===== src/rtl/main_adapter_outer_burst.sv =====
// Outer-side burst adapter: takes a transfer size on cmd, forwards that many
// words from the outer stream i to the hub stream o through a small FIFO and
// tags the final word. A size of 0 selects a zero-latency pass-through that
// runs until the hub reports the end of the stream on o_isLast_out.
module main_adapter_outer_burst #(
  parameter int W     = 64,
  parameter int LEN_W = 15,
  parameter int DEPTH = 4
) (
  input  logic             clk,
  input  logic             rst,
  input  logic [LEN_W-1:0] cmd,
  input  logic             cmd_isReady,
  output logic             cmd_canReceive,
  input  logic [W-1:0]     i,
  input  logic             i_isReady,
  output logic             i_canReceive,
  output logic [W-1:0]     o,
  output logic             o_isReady,
  input  logic             o_canReceive,
  output logic             o_isLast_in,
  input  logic             o_isLast_out,
  output logic             busy,
  output logic [LEN_W-1:0] wordCount
);

  localparam int PW = $clog2(DEPTH);
  localparam int CW = PW + 1;

  typedef enum logic [1:0] {
    ST_IDLE = 2'd0,
    ST_CNT  = 2'd1,
    ST_AUTO = 2'd2
  } state_t;

  state_t           state_q, state_d;
  logic [LEN_W-1:0] remaining_q, remaining_d;
  logic [LEN_W-1:0] word_count_q, word_count_d;
  logic [PW-1:0]    wr_ptr_q, wr_ptr_d;
  logic [PW-1:0]    rd_ptr_q, rd_ptr_d;
  logic [CW-1:0]    count_q, count_d;

  // Each entry holds {last tag, data word}; read asynchronously so the head
  // is visible on o in the same cycle it becomes the oldest entry.
  logic [W:0]       mem_q [DEPTH];
  logic [W:0]       head;

  logic fifo_empty;
  logic fifo_full;
  logic cmd_fire;
  logic i_fire;
  logic push;
  logic pop;
  logic last_tag;
  logic wc_sat;

  assign fifo_empty = (count_q == '0);
  // Full blocks the input even if a pop happens in the same cycle.
  assign fifo_full  = (count_q == CW'(DEPTH));
  assign head       = mem_q[rd_ptr_q];

  assign cmd_fire = cmd_isReady && cmd_canReceive;
  assign i_fire   = i_isReady && i_canReceive;
  assign push     = (state_q == ST_CNT) && i_fire;
  assign pop      = (state_q != ST_AUTO) && !fifo_empty && o_canReceive;
  assign last_tag = (remaining_q == LEN_W'(1));
  assign wc_sat   = &word_count_q;

  assign busy      = (state_q != ST_IDLE) || !fifo_empty;
  assign wordCount = word_count_q;

  // Handshake and output steering: pass-through in AUTO, FIFO head otherwise.
  always_comb begin
    cmd_canReceive = (state_q == ST_IDLE) && ((cmd != '0) || fifo_empty);
    i_canReceive   = 1'b0;
    o              = '0;
    o_isReady      = 1'b0;
    o_isLast_in    = 1'b0;
    case (state_q)
      ST_CNT:  i_canReceive = !fifo_full;
      ST_AUTO: begin
        i_canReceive = o_canReceive;
        o            = i;
        o_isReady    = i_isReady;
      end
      default: ;
    endcase
    // The FIFO is always empty in AUTO, so the head only drives o elsewhere.
    if ((state_q != ST_AUTO) && !fifo_empty) begin
      o           = head[W-1:0];
      o_isReady   = 1'b1;
      o_isLast_in = head[W];
    end
  end

  // Next-state logic for the mode FSM, burst countdown and word counter.
  always_comb begin
    state_d      = state_q;
    remaining_d  = remaining_q;
    word_count_d = word_count_q;
    case (state_q)
      ST_IDLE: begin
        if (cmd_fire) begin
          word_count_d = '0;
          if (cmd != '0) begin
            remaining_d = cmd;
            state_d     = ST_CNT;
          end else begin
            state_d = ST_AUTO;
          end
        end
      end
      ST_CNT: begin
        if (push) begin
          remaining_d = remaining_q - LEN_W'(1);
          if (!wc_sat) word_count_d = word_count_q + LEN_W'(1);
          if (last_tag) state_d = ST_IDLE;
        end
      end
      ST_AUTO: begin
        if (i_fire && !wc_sat) word_count_d = word_count_q + LEN_W'(1);
        // The word transferring alongside o_isLast_out still completes.
        if (o_isLast_out) state_d = ST_IDLE;
      end
      default: state_d = ST_IDLE;
    endcase
  end

  // FIFO pointer and occupancy bookkeeping; pointers wrap since DEPTH is 2^n.
  always_comb begin
    wr_ptr_d = wr_ptr_q;
    rd_ptr_d = rd_ptr_q;
    count_d  = count_q;
    if (push) wr_ptr_d = wr_ptr_q + PW'(1);
    if (pop)  rd_ptr_d = rd_ptr_q + PW'(1);
    if (push && !pop)      count_d = count_q + CW'(1);
    else if (!push && pop) count_d = count_q - CW'(1);
  end

  // Control state; reset drops FIFO contents and the countdown immediately.
  always_ff @(posedge clk or negedge rst) begin
    if (!rst) begin
      state_q      <= ST_IDLE;
      remaining_q  <= '0;
      word_count_q <= '0;
      wr_ptr_q     <= '0;
      rd_ptr_q     <= '0;
      count_q      <= '0;
    end else begin
      state_q      <= state_d;
      remaining_q  <= remaining_d;
      word_count_q <= word_count_d;
      wr_ptr_q     <= wr_ptr_d;
      rd_ptr_q     <= rd_ptr_d;
      count_q      <= count_d;
    end
  end

  // FIFO storage; contents need no reset because occupancy gates every read.
  always_ff @(posedge clk) begin
    if (push) mem_q[wr_ptr_q] <= {last_tag, i};
  end

endmodule


===== config.mk =====
export PLATFORM = sky130hd
export DESIGN_NAME = main_adapter_outer_burst
export DESIGN_NICKNAME = d
export VERILOG_FILES = /design/src/rtl/main_adapter_outer_burst.sv
export SDC_FILE = /design/constraint.sdc
export NUM_CORES = 1
export LEC_CHECK = 0
export BUFFER_PORTS_ARGS = -buffer_cell sky130_fd_sc_hd__buf_2
export CAP_MARGIN = 20
export CORE_MARGIN = 5
export CORE_UTILIZATION = 55
export DETAILED_ROUTE_END_ITERATION = 8
export GPL_TIMING_DRIVEN = 1
export HOLD_SLACK_MARGIN = 0.08
export PLACE_DENSITY = 0.87
export SLEW_MARGIN = 20
export SYNTH_ARGS = -nofsm -noshare
export SYNTH_HDL_FRONTEND = slang
export SYNTH_SLANG_ARGS = --single-unit

===== constraint.sdc =====
create_clock -name clk -period 4.24 [get_ports clk]
set_input_delay 0.424 -clock clk [delete_from_list [all_inputs] [get_ports clk]]
set_output_delay 0.424 -clock clk [all_outputs]
set_load 0.01 [all_outputs]

==> flow_metrics.tcl, run 1 <==
set metrics [dict create \
    fp.coreArea_sq_um 22600 \
    pwr-share-seq 0.386 \
    crit_start "rd_ptr_q[0]" \
    crit_slowest_cell "dfrtp_4" \
    synth_seq_cells 299 \
    drive_above_1_share 0.331 \
    drt_iter0_markers 720 \
    dp_hpwl_mm 17.4 \
    worst_slew_pin_slew_ps 938 \
    worstPathRequired_ps 3820 \
    n_antenna_cell 0 \
    cp.buffers_inverters 2 \
    multiInputGateArea_sq_um 3600 \
    drc 0 \
    avgSynthCellArea_sq_um 17.3 \
    p_int_mw 6.72 \
    numCtsBuffers 30 \
    grt_max_degree 66 \
    drv_cap 0 \
    ir_worst_vdd_uv 342 \
    hp-class "in -> reg" \
    p_clk_frac 0.273 \
    cp_num_cells 4 \
    syn_area_sq_um 12600 \
    clk_latency_ps 540 \
    cts_htree_levels 1 \
    cp_cell_sequence "buf_4 -> mux4_2 -> a22o_1 -> buf_2" \
    cp-start-kind "register" \
    power.density_nw_per_um2 665 \
    dp_cells 1148 \
    end_kind "primary output" \
    finalNetCount 993 \
    fin_area_sq_um 14800 \
    period_share 0.759 \
    path_max_fanout 40 \
    outcome "finished, final reports clean" \
    synthCells 726 \
    relSlewSlack 0.375 \
    cts_max_path_buffers 3 \
    post_drt_wl_per_cell_um 23.9 \
    reg2reg_to "count_q[1]" \
    synth_seq_area_share 0.698 \
    port_buffers 168 \
    slew_violations 0 \
    rrSetupSlack_ps 1390 \
    clock_sinks 299 \
    rsz0062_at_grt "false" \
    critPathKind "reg -> out" \
    total_power_mw 9.85 \
    cts_tree "done" \
    placed_cell_area_sq_um 13800 \
    grt_pass1_vias 7652 \
    start_util 0.558 \
    regArea_sq_um 8790 \
    ys_warn_count 0 \
    area_growth_pct 17.8 \
    synth-main-ff-cell "edfxtp_1" \
    io_pins 169 \
    rows 55 \
    hold_viol 0 \
    ff2ff_path_depth 9 \
    dr.pass1.iters 5 \
    max_stage_delay_ps 930 \
    sw_frac_of_total 0.318 \
    vias 7631 \
    arrival_ps 2800 \
    final_cells 1204 \
    antenna_found_initial 6 \
    synth.net_count 823 \
    grt_pass1_wl_mm 44.1 \
    die_height_um 161 \
    grt_overflow 0 \
    pwr-share-comb 0.341 \
    finalWirelength_mm 28.8 \
    cts-resized-gates 0 \
    root_buffer "clkbuf_16" \
    setup_viol 0 \
    clk_pin_slew_ps 60 \
    switching_power_mw 3.13 \
    setup-tns-final_ps 0 \
    crit_family "flip-flops" \
    grtUsageTotal 0.217 \
    power.leakage_nw 5.44 \
    hold_ws_ps 114 \
    ant_nets 0 \
    synthArstFlopShare 0.130 \
    regToRegStartpoint "state_q[1]" \
    max_freq_ghz 0.311 \
    crit_end "o[15]" \
    gp_congestion 0.863 \
    yosysUniqueCellTypes 59 \
    min_period_ps 3220 \
    vias_per_cell 6.34 \
    die_w_um 161 \
    synth-edff-count 260 \
    die-area_sq_um 26000 \
    skew_ps 14.7 \
    nFillCells 1524 \
]
[per-layer routing]
metal / global-route usage / vias up / part of all wire
met5: 0 / - / 0.0021
met3: 0.0559 / 48 / 0.099
met4: 0.0407 / 12 / 0.014
met2: 0.359 / 393 / 0.49
met1: 0.298 / 3832 / 0.39
li1: - / 3346 / -
[flip-flops by register name (all words and copies together), names as in the netlist]
signal	flops
count_q	3
mem_q	260
rd_ptr_q	2
remaining_q	15
state_q	2
wordCount	15
wr_ptr_q	2
[metrics by stage]
| stage | util | setup WS [ps] |
|---|---|---|
| final | 0.657 | 1020 |
| after global routing | 0.657 | 802 |
| after CTS | 0.657 | 943 |
| after detailed placement | 0.611 | 1460 |
| after global placement | 0.611 | 1490 |
| after floorplan | - | 873 |
[cell families after synthesis]
family,count (synthesis),synth area share
adders and majority gates,12,0.0125
xor gates and xnor gates,6,0.00418
muxes,73,0.123
and+or+nand+nor,129,0.0520
buffers and inverters,57,0.0175
AOI/OAI and AO/OA,150,0.0930
DFF,299,0.698
[worst reg2reg max path, delay by kind of cell (launching register included)]
kind                     cells  cell delay [ps]
adder cells (fa/ha/maj)      3              990
AO/OA/AOI/OAI                2              750
flip-flops                   1              350
multiplexers                 1              280
AND/OR/NAND/NOR              1              230
buffers and inverters        2              150
[placed cells by master, fill, tap and decap left out, types with 4 or more instances in the layout]
| cell | n |
|---|---|
| a21oi_1 | 10 |
| a22o_1 | 64 |
| a31oi_1 | 5 |
| and2_1 | 4 |
| and3_1 | 4 |
| and3_2 | 4 |
| buf_12 | 5 |
| buf_2 | 168 |
| buf_4 | 9 |
| bufinv_16 | 5 |
| clkbuf_1 | 7 |
| clkbuf_16 | 31 |
| clkinv_1 | 7 |
| clkinv_2 | 4 |
| dfrtp_1 | 37 |
| edfxtp_1 | 260 |
| ha_1 | 10 |
| inv_1 | 10 |
| mux2i_1 | 6 |
| mux4_2 | 65 |
| nand2_1 | 22 |
| nand3_1 | 13 |
| nand4_1 | 8 |
| nor2_1 | 33 |
| nor3_1 | 16 |
| nor4_1 | 7 |
| o21ai_0 | 14 |
| o31ai_1 | 22 |
| or4_1 | 4 |
| xnor2_1 | 4 |
[final cells by class]
cell class,instances,area share
multi-input combinational,370,0.243
clock buffer,38,0.0541
clock inverter,17,0.0144
inverter,12,0.00304
sequential,299,0.593
tap,285,0.0241
timing repair buffer,183,0.0687
[how the worst min path moves through the flow]
stage,from,end,depth (start not counted)
2_1_floorplan,rst,count_q[0],0
4_1_cts,i[4],mem_q[1][4],1
3_3_place_gp,remaining_q[9],remaining_q[9],2
5_1_grt,i[4],mem_q[0][4],1
6_report,i[22],mem_q[3][22],1
3_5_place_dp,remaining_q[9],remaining_q[9],2
[synthesized netlist by cell type, drive strengths merged (3+ instances only)]
cell type	n	area (sq um)
nand4	8	50.1
dfrtp	39	976
nor3	17	90.1
xnor2	4	35.0
or3	3	18.8
and2	4	25.0
nand2b	3	18.8
ha	11	138
a22o	64	561
o21ai	17	85.1
edfxtp	260	7810
a31oi	5	31.3
nor4	7	43.8
clkbuf	34	128
a41oi	3	26.3
a21oi	10	50.1
or4	5	41.3
buf	11	47.5
mux4	65	1460
nand3	13	65.1
mux2i	6	60.1
o31ai	22	165
o41ai	3	26.3
nor2	34	128
and3	8	50.1
nand2	22	82.6
inv	10	37.5
[power groups by stage]
stage / Combinational, mW / Clock, mW / Sequential [mW]
3_3_place_gp: 3.26 / 0 / 3.83
4_1_cts: 3.38 / 2.73 / 3.81
6_report: 3.36 / 2.69 / 3.80
5_1_grt: 3.62 / 2.87 / 3.85
2_1_floorplan: 2.40 / 0 / 3.68
3_5_place_dp: 3.34 / 0 / 3.86
[what timing repair did]
action / in CTS / in global routing
hold buffers: 1 / 0
endpoints found under the hold margin: 39 / 0
buffers inserted: 0 / 0
Power figures use the tool's default switching activity.
==> run 2, diff against run 1 <==
--- a/config.mk
+++ b/config.mk
@@ -8,11 +8,11 @@
 export BUFFER_PORTS_ARGS = -buffer_cell sky130_fd_sc_hd__buf_2
 export CAP_MARGIN = 20
 export CORE_MARGIN = 5
-export CORE_UTILIZATION = 55
+export CORE_UTILIZATION = 52
 export DETAILED_ROUTE_END_ITERATION = 8
 export GPL_TIMING_DRIVEN = 1
 export HOLD_SLACK_MARGIN = 0.08
-export PLACE_DENSITY = 0.87
+export PLACE_DENSITY = 0.86
 export SLEW_MARGIN = 20
 export SYNTH_ARGS = -nofsm -noshare
 export SYNTH_HDL_FRONTEND = slang
==> constraint.sdc (replaced) <==
create_clock -name clk -period 2.9 [get_ports clk]
set_input_delay 0.29 -clock clk [delete_from_list [all_inputs] [get_ports clk]]
set_output_delay 0.29 -clock clk [all_outputs]
set_load 0.01 [all_outputs]
==> run 2 against run 1 <==
Net effect: core utilization down 0.27 points; sequential share of layout area down 3.5 points; routed wire length fell by 0.47%; critical path depth unchanged; global-route usage is 0.91 points lower; die area is 5.4% higher; clock skew down 7.0 ps; worst hold slack got worse by 12 ps; cell count grew 10%.
==> flow_metrics.tcl, run 2 (synthesized netlist as in run 1, its figures left out) <==
set metrics [dict create \
    crit_slowest_cell "dfrtp_4" \
    drive_above_1_share 0.318 \
    worstHoldStart "cmd[12]" \
    clk_pin_slew_ps 60 \
    dp_hpwl_mm 17.5 \
    placed_cell_area_sq_um 14000 \
    min_period_ps 2730 \
    grt_max_degree 67 \
    final_common_cell "edfxtp_1" \
    worst_slew_pin_slew_ps 890 \
    reg2reg_to "count_q[1]" \
    setup-tns-final_ps 0 \
    outcome "finished, final reports clean" \
    root_buffer "clkbuf_16" \
    largest_register "mem_q" \
    final_cells 1325 \
    end_kind "primary output" \
    vias_per_cell 5.95 \
    post-route-util 0.654 \
    crit_start "rd_ptr_q[0]" \
    dp_cells 1199 \
    clk_latency_ps 530 \
    fin_area_sq_um 15800 \
    start_util 0.522 \
    grt_pass1_wl_mm 44.3 \
    cts_max_path_buffers 3 \
    largest_register_ffs 260 \
    cp_num_cells 4 \
    dr.pass1.iters 5 \
    post_drt_wl_per_cell_um 21.6 \
    critPathKind "reg -> out" \
    drt_iter0_markers 613 \
    cts_tree "done" \
    power.density_nw_per_um2 920 \
    regToRegStartpoint "state_q[0]" \
    area_growth_pct 25.2 \
    rsz0062_at_grt "false" \
    ir_worst_vdd_uv 736 \
    die_height_um 166 \
    crit_family "flip-flops" \
    vias 7878 \
    rrSetupSlack_ps 260 \
    clock_sinks 299 \
    power.leakage_nw 5.82 \
    io_pins 169 \
    cp-start-kind "register" \
    drv_cap 0 \
    relSlewSlack 0.407 \
    period_share 0.942 \
    antenna_found_initial 1 \
    grtUsageTotal 0.207 \
    hp-class "in -> reg" \
    cts_htree_levels 1 \
    grt_pass1_vias 8046 \
    cp_cell_sequence "buf_4 -> mux4_2 -> a22o_1 -> buf_2" \
    fp.coreArea_sq_um 24100 \
    arrival_ps 2440 \
    max_freq_ghz 0.366 \
    finalNetCount 1076 \
    skew_ps 7.78 \
    gp_congestion 0.867 \
    die_w_um 166 \
    cp.buffers_inverters 2 \
    hold_viol 0 \
    drc 0 \
    rows 57 \
    ant_nets 0 \
    layout_common_cells "260 x edfxtp_1, 168 x buf_2, 72 x dlygate4sd3_1" \
    setup_viol 0 \
    max_stage_delay_ps 640 \
    grt_overflow 0 \
    path_max_fanout 16 \
    die-area_sq_um 27400 \
    worstPathRequired_ps 2610 \
    numCtsBuffers 30 \
    ff2ff_path_depth 9 \
    port_buffers 168 \
    crit_end "o[48]" \
    slew_violations 0 \
    finalWirelength_mm 28.6 \
]
## run 2: through the flow
stage          hold WS, ps  total power [mW]  setup slack [ps]
2_1_floorplan        -5.59              8.88               247
3_3_place_gp           463              10.5               340
3_5_place_dp           460              10.7               169
4_1_cts               85.4              14.6               108
5_1_grt                109              15.3              11.2
6_report               103              14.5               169
## run 2: power by group
group	switching, mW	leakage [nW]	total, mW	internal (mW)
Combinational	2.67	2.49	5.20	2.52
Clock	1.54	0.480	3.82	2.28
Sequential	0.378	2.85	5.48	5.11
## run 2: how the worst min path moves through the flow
stage | endpoint | slack (ps) | cells after the start
floorplan | count_q[0] | -6 | 0
global placement | wordCount[6] | 460 | 1
detailed placement | wordCount[6] | 460 | 1
CTS | remaining_q[13] | 90 | 3
global route | remaining_q[12] | 110 | 3
finish | remaining_q[12] | 100 | 3
## run 2: what timing repair did
item                                    4_1_cts  5_1_grt
buffers inserted                              0        0
endpoints found under the setup margin        0        4
hold endpoints to repair                    302        0
gates resized for setup                       0        2
hold buffers                                 72        0
## run 2: final cells by class
type	instances	area [sq um]
fill	1623	8340
clock inverter	20	200
antenna	1	2.50
sequential	299	8790
clock buffer	33	783
timing repair buffer	266	1920
tap	324	405
inverter	12	45.0
multi-input combinational	370	3610
## run 2: worst reg2reg max path, cell delays in order, from the launching register on
cell and delay, ps:
dfrtp_1 380, inv_1 80, ha_2 230, and2_1 170, o31ai_1 490, nor2_1 180, ha_1 270, inv_1 70
fa_1 400, mux2_2 260
## run 2: routing by layer
| layer | share of wire | track usage | vias up |
|---|---|---|---|
| met5 | 0 | 0 | - |
| met3 | 0.067 | 0.0375 | 38 |
| li1 | - | - | 3521 |
| met2 | 0.51 | 0.358 | 315 |
| met4 | 0.014 | 0.0397 | 0 |
| met1 | 0.41 | 0.282 | 4004 |
==> run 3, diff against run 2 <==
--- a/config.mk
+++ b/config.mk
@@ -5,6 +5,7 @@
 export SDC_FILE = /design/constraint.sdc
 export NUM_CORES = 1
 export LEC_CHECK = 0
+export ABC_AREA = 1
 export BUFFER_PORTS_ARGS = -buffer_cell sky130_fd_sc_hd__buf_2
 export CAP_MARGIN = 20
 export CORE_MARGIN = 5
@@ -12,7 +13,7 @@
 export DETAILED_ROUTE_END_ITERATION = 8
 export GPL_TIMING_DRIVEN = 1
 export HOLD_SLACK_MARGIN = 0.08
-export PLACE_DENSITY = 0.86
+export PLACE_DENSITY_LB_ADDON = 0.12
 export SLEW_MARGIN = 20
 export SYNTH_ARGS = -nofsm -noshare
 export SYNTH_HDL_FRONTEND = slang
==> run 3 against run 2 <==
Net effect: count of clock-buffer cells in the layout rose by 16; synthesized cell count rose by 65%; core utilization fell by 0.57 points; flip-flop and latch count did not move; critical path depth rose by 1; power rose by 7.2%; critical endpoint is now o[28]; largest cell class unchanged; largest power group is now combinational logic; highest routed layer unchanged.
==> flow_metrics.tcl, run 3 <==
set metrics [dict create \
    vias 9655 \
    cts_hold_buf 67 \
    cts_tree "done" \
    synth_seq_cells 299 \
    ys_warn_count 0 \
    synth-main-ff-cell "edfxtp_1" \
    hp-class "in -> reg" \
    max_freq_ghz 0.364 \
    slew_violations 0 \
    finalNetCount 1515 \
    grt_max_degree 96 \
    synth.net_count 1292 \
    crit_slowest_cell "buf_4" \
    largest_register_ffs 260 \
    setup_slack_ps 152 \
    cp-start-kind "register" \
    synth_commonest_cells "274 x nand2_1, 260 x edfxtp_1, 105 x inv_1, 103 x nand3_1, 78 x a21oi_1" \
    post-cts-setup-buffers 0 \
    grt_pass1_vias 9464 \
    ir_worst_vdd_uv 644 \
    worst_slew_pin_slew_ps 929 \
    vias_per_cell 5.45 \
    cts_max_path_buffers 3 \
    arrival_ps 2460 \
    grt_pass1_wl_mm 49.3 \
    syn_area_sq_um 13200 \
    numCtsBuffers 30 \
    drc 0 \
    p_clk_frac 0.265 \
    dr.pass1.iters 6 \
    fp.coreArea_sq_um 25100 \
    synthCells 1195 \
    dp_worst_setup_slack_ps 303 \
    synth_top_cell_by_area "edfxtp_1" \
    grtUsageTotal 0.211 \
    setup_viol 0 \
    die_w_um 169 \
    cp_cell_sequence "inv_1 -> ha_2 -> buf_4 -> a32o_1 -> buf_2" \
    post_drt_wl_per_cell_um 17.3 \
    final_common_cell "nand2_1" \
    synth_most_common_cell "nand2_1" \
    rows 58 \
    largest_register "mem_q" \
    max_stage_delay_ps 720 \
    dp_hpwl_mm 18.2 \
    drv_cap 0 \
    sw_frac_of_total 0.360 \
    power.density_nw_per_um2 955 \
    synthDominantCellAreaShare 0.591 \
    synth-edff-count 260 \
    worstPathRequired_ps 2610 \
    final_cells 1773 \
    power.leakage_nw 6.44 \
    cts_htree_levels 1 \
    drive_above_1_share 0.180 \
    end_kind "primary output" \
    finalWirelength_mm 30.7 \
    clk_latency_ps 540 \
    relSlewSlack 0.381 \
    ant_nets 0 \
    synthArstFlopShare 0.130 \
    io_pins 169 \
    root_buffer "clkbuf_16" \
    drt_iter0_markers 663 \
    gp_congestion 0.819 \
    outcome "finished, final reports clean" \
    period_share 0.948 \
    p_int_mw 9.95 \
    area_growth_pct 23.2 \
    antenna_found_initial 1 \
    min_period_ps 2750 \
    rsz0062_at_grt "false" \
    switching_power_mw 5.59 \
    skew_ps 11.2 \
    dp_cells 1649 \
    die_height_um 169 \
    layout_common_cells "274 x nand2_1, 260 x edfxtp_1, 168 x buf_2" \
    clk_pin_slew_ps 60 \
    hold_viol 0 \
    pwr-share-comb 0.387 \
    avgSynthCellArea_sq_um 11.1 \
    start_util 0.526 \
    path_max_fanout 66 \
    cts-resized-gates 0 \
    synth_seq_area_share 0.665 \
    synth_area_leaders "edfxtp_1 59%, nand2_1 7.8%, dfrtp_1 7.4%" \
    die-area_sq_um 28700 \
    pwr-share-seq 0.348 \
    yosysUniqueCellTypes 32 \
    grt_overflow 0 \
    port_buffers 168 \
    critPathKind "reg -> out" \
    clock_sinks 299 \
]
run 3: cell families after synthesis:
| family | count (synthesis) | share of synthesized area |
|---|---|---|
| AOI/OAI and AO/OA | 231 | 0.113 |
| xor gates and xnor gates | 14 | 0.00928 |
| adders and majority gates | 12 | 0.0119 |
| buffers and inverters | 175 | 0.0536 |
| DFF | 299 | 0.665 |
| and+or+nand+nor | 464 | 0.148 |
run 3: critical path, delay by kind of cell, from the launching register on:
| kind | cells | cell delay, ps |
|---|---|---|
| buf+inv | 3 | 970 |
| compound gates | 1 | 290 |
| fa+ha+maj | 1 | 220 |
| flops | 1 | 400 |
run 3: final cells by class:
type	count	area, sq um
repair buffers	259	1830
clock inverters	7	138
well taps	330	413
inverters	107	403
diodes	1	2.50
flip-flops and latches	299	8790
multi-input cells	721	3760
clock buffers	49	943
fillers	1996	8830
run 3: power groups by stage:
stage / clock (mW) / sequential [mW] / combinational (mW)
floorplan: 0 / 5.40 / 4.04
global placement: 0 / 5.49 / 5.88
detailed placement: 0 / 5.49 / 5.99
CTS: 4.18 / 5.41 / 6.08
global route: 4.36 / 5.47 / 6.75
finish: 4.11 / 5.41 / 6.02
run 3: final timing paths:
check,start,endpoint,slack [ps],cells past startpoint
max in group asynchronous,rst,rd_ptr_q[0],1790,2
hold reg to reg,remaining_q[1],remaining_q[1],510,2
setup / recovery,state_q[0],o[28],150,5
min in group asynchronous,rst,wordCount[5],410,2
hold / removal,cmd[12],remaining_q[12],90,5
setup reg to reg,state_q[0],mem_q[3][26],300,9
run 3: through the flow:
stage / utilization / total power, mW / hold WS (ps) / setup TNS [ps] / cell area (sq um)
3_3_place_gp: 0.578 / 11.4 / 471 / 0 / 14500
3_5_place_dp: 0.578 / 11.5 / 474 / 0 / 14500
2_1_floorplan: - / 9.44 / -5.59 / -153050 / 13200
5_1_grt: 0.648 / 16.6 / 131 / 0 / 16300
4_1_cts: 0.648 / 15.7 / 82.5 / 0 / 16300
6_report: 0.648 / 15.5 / 90.1 / 0 / 16300
run 3: routing by layer:
layer / routed length [um] / global-route usage / vias up / share of wire
li1: - / - / 4678 / -
met2: 15100 / 0.363 / 273 / 0.49
met1: 13000 / 0.287 / 4664 / 0.43
met4: 550 / 0.0473 / 0 / 0.018
met3: 1940 / 0.0312 / 40 / 0.063
met5: 0 / 0 / - / 0
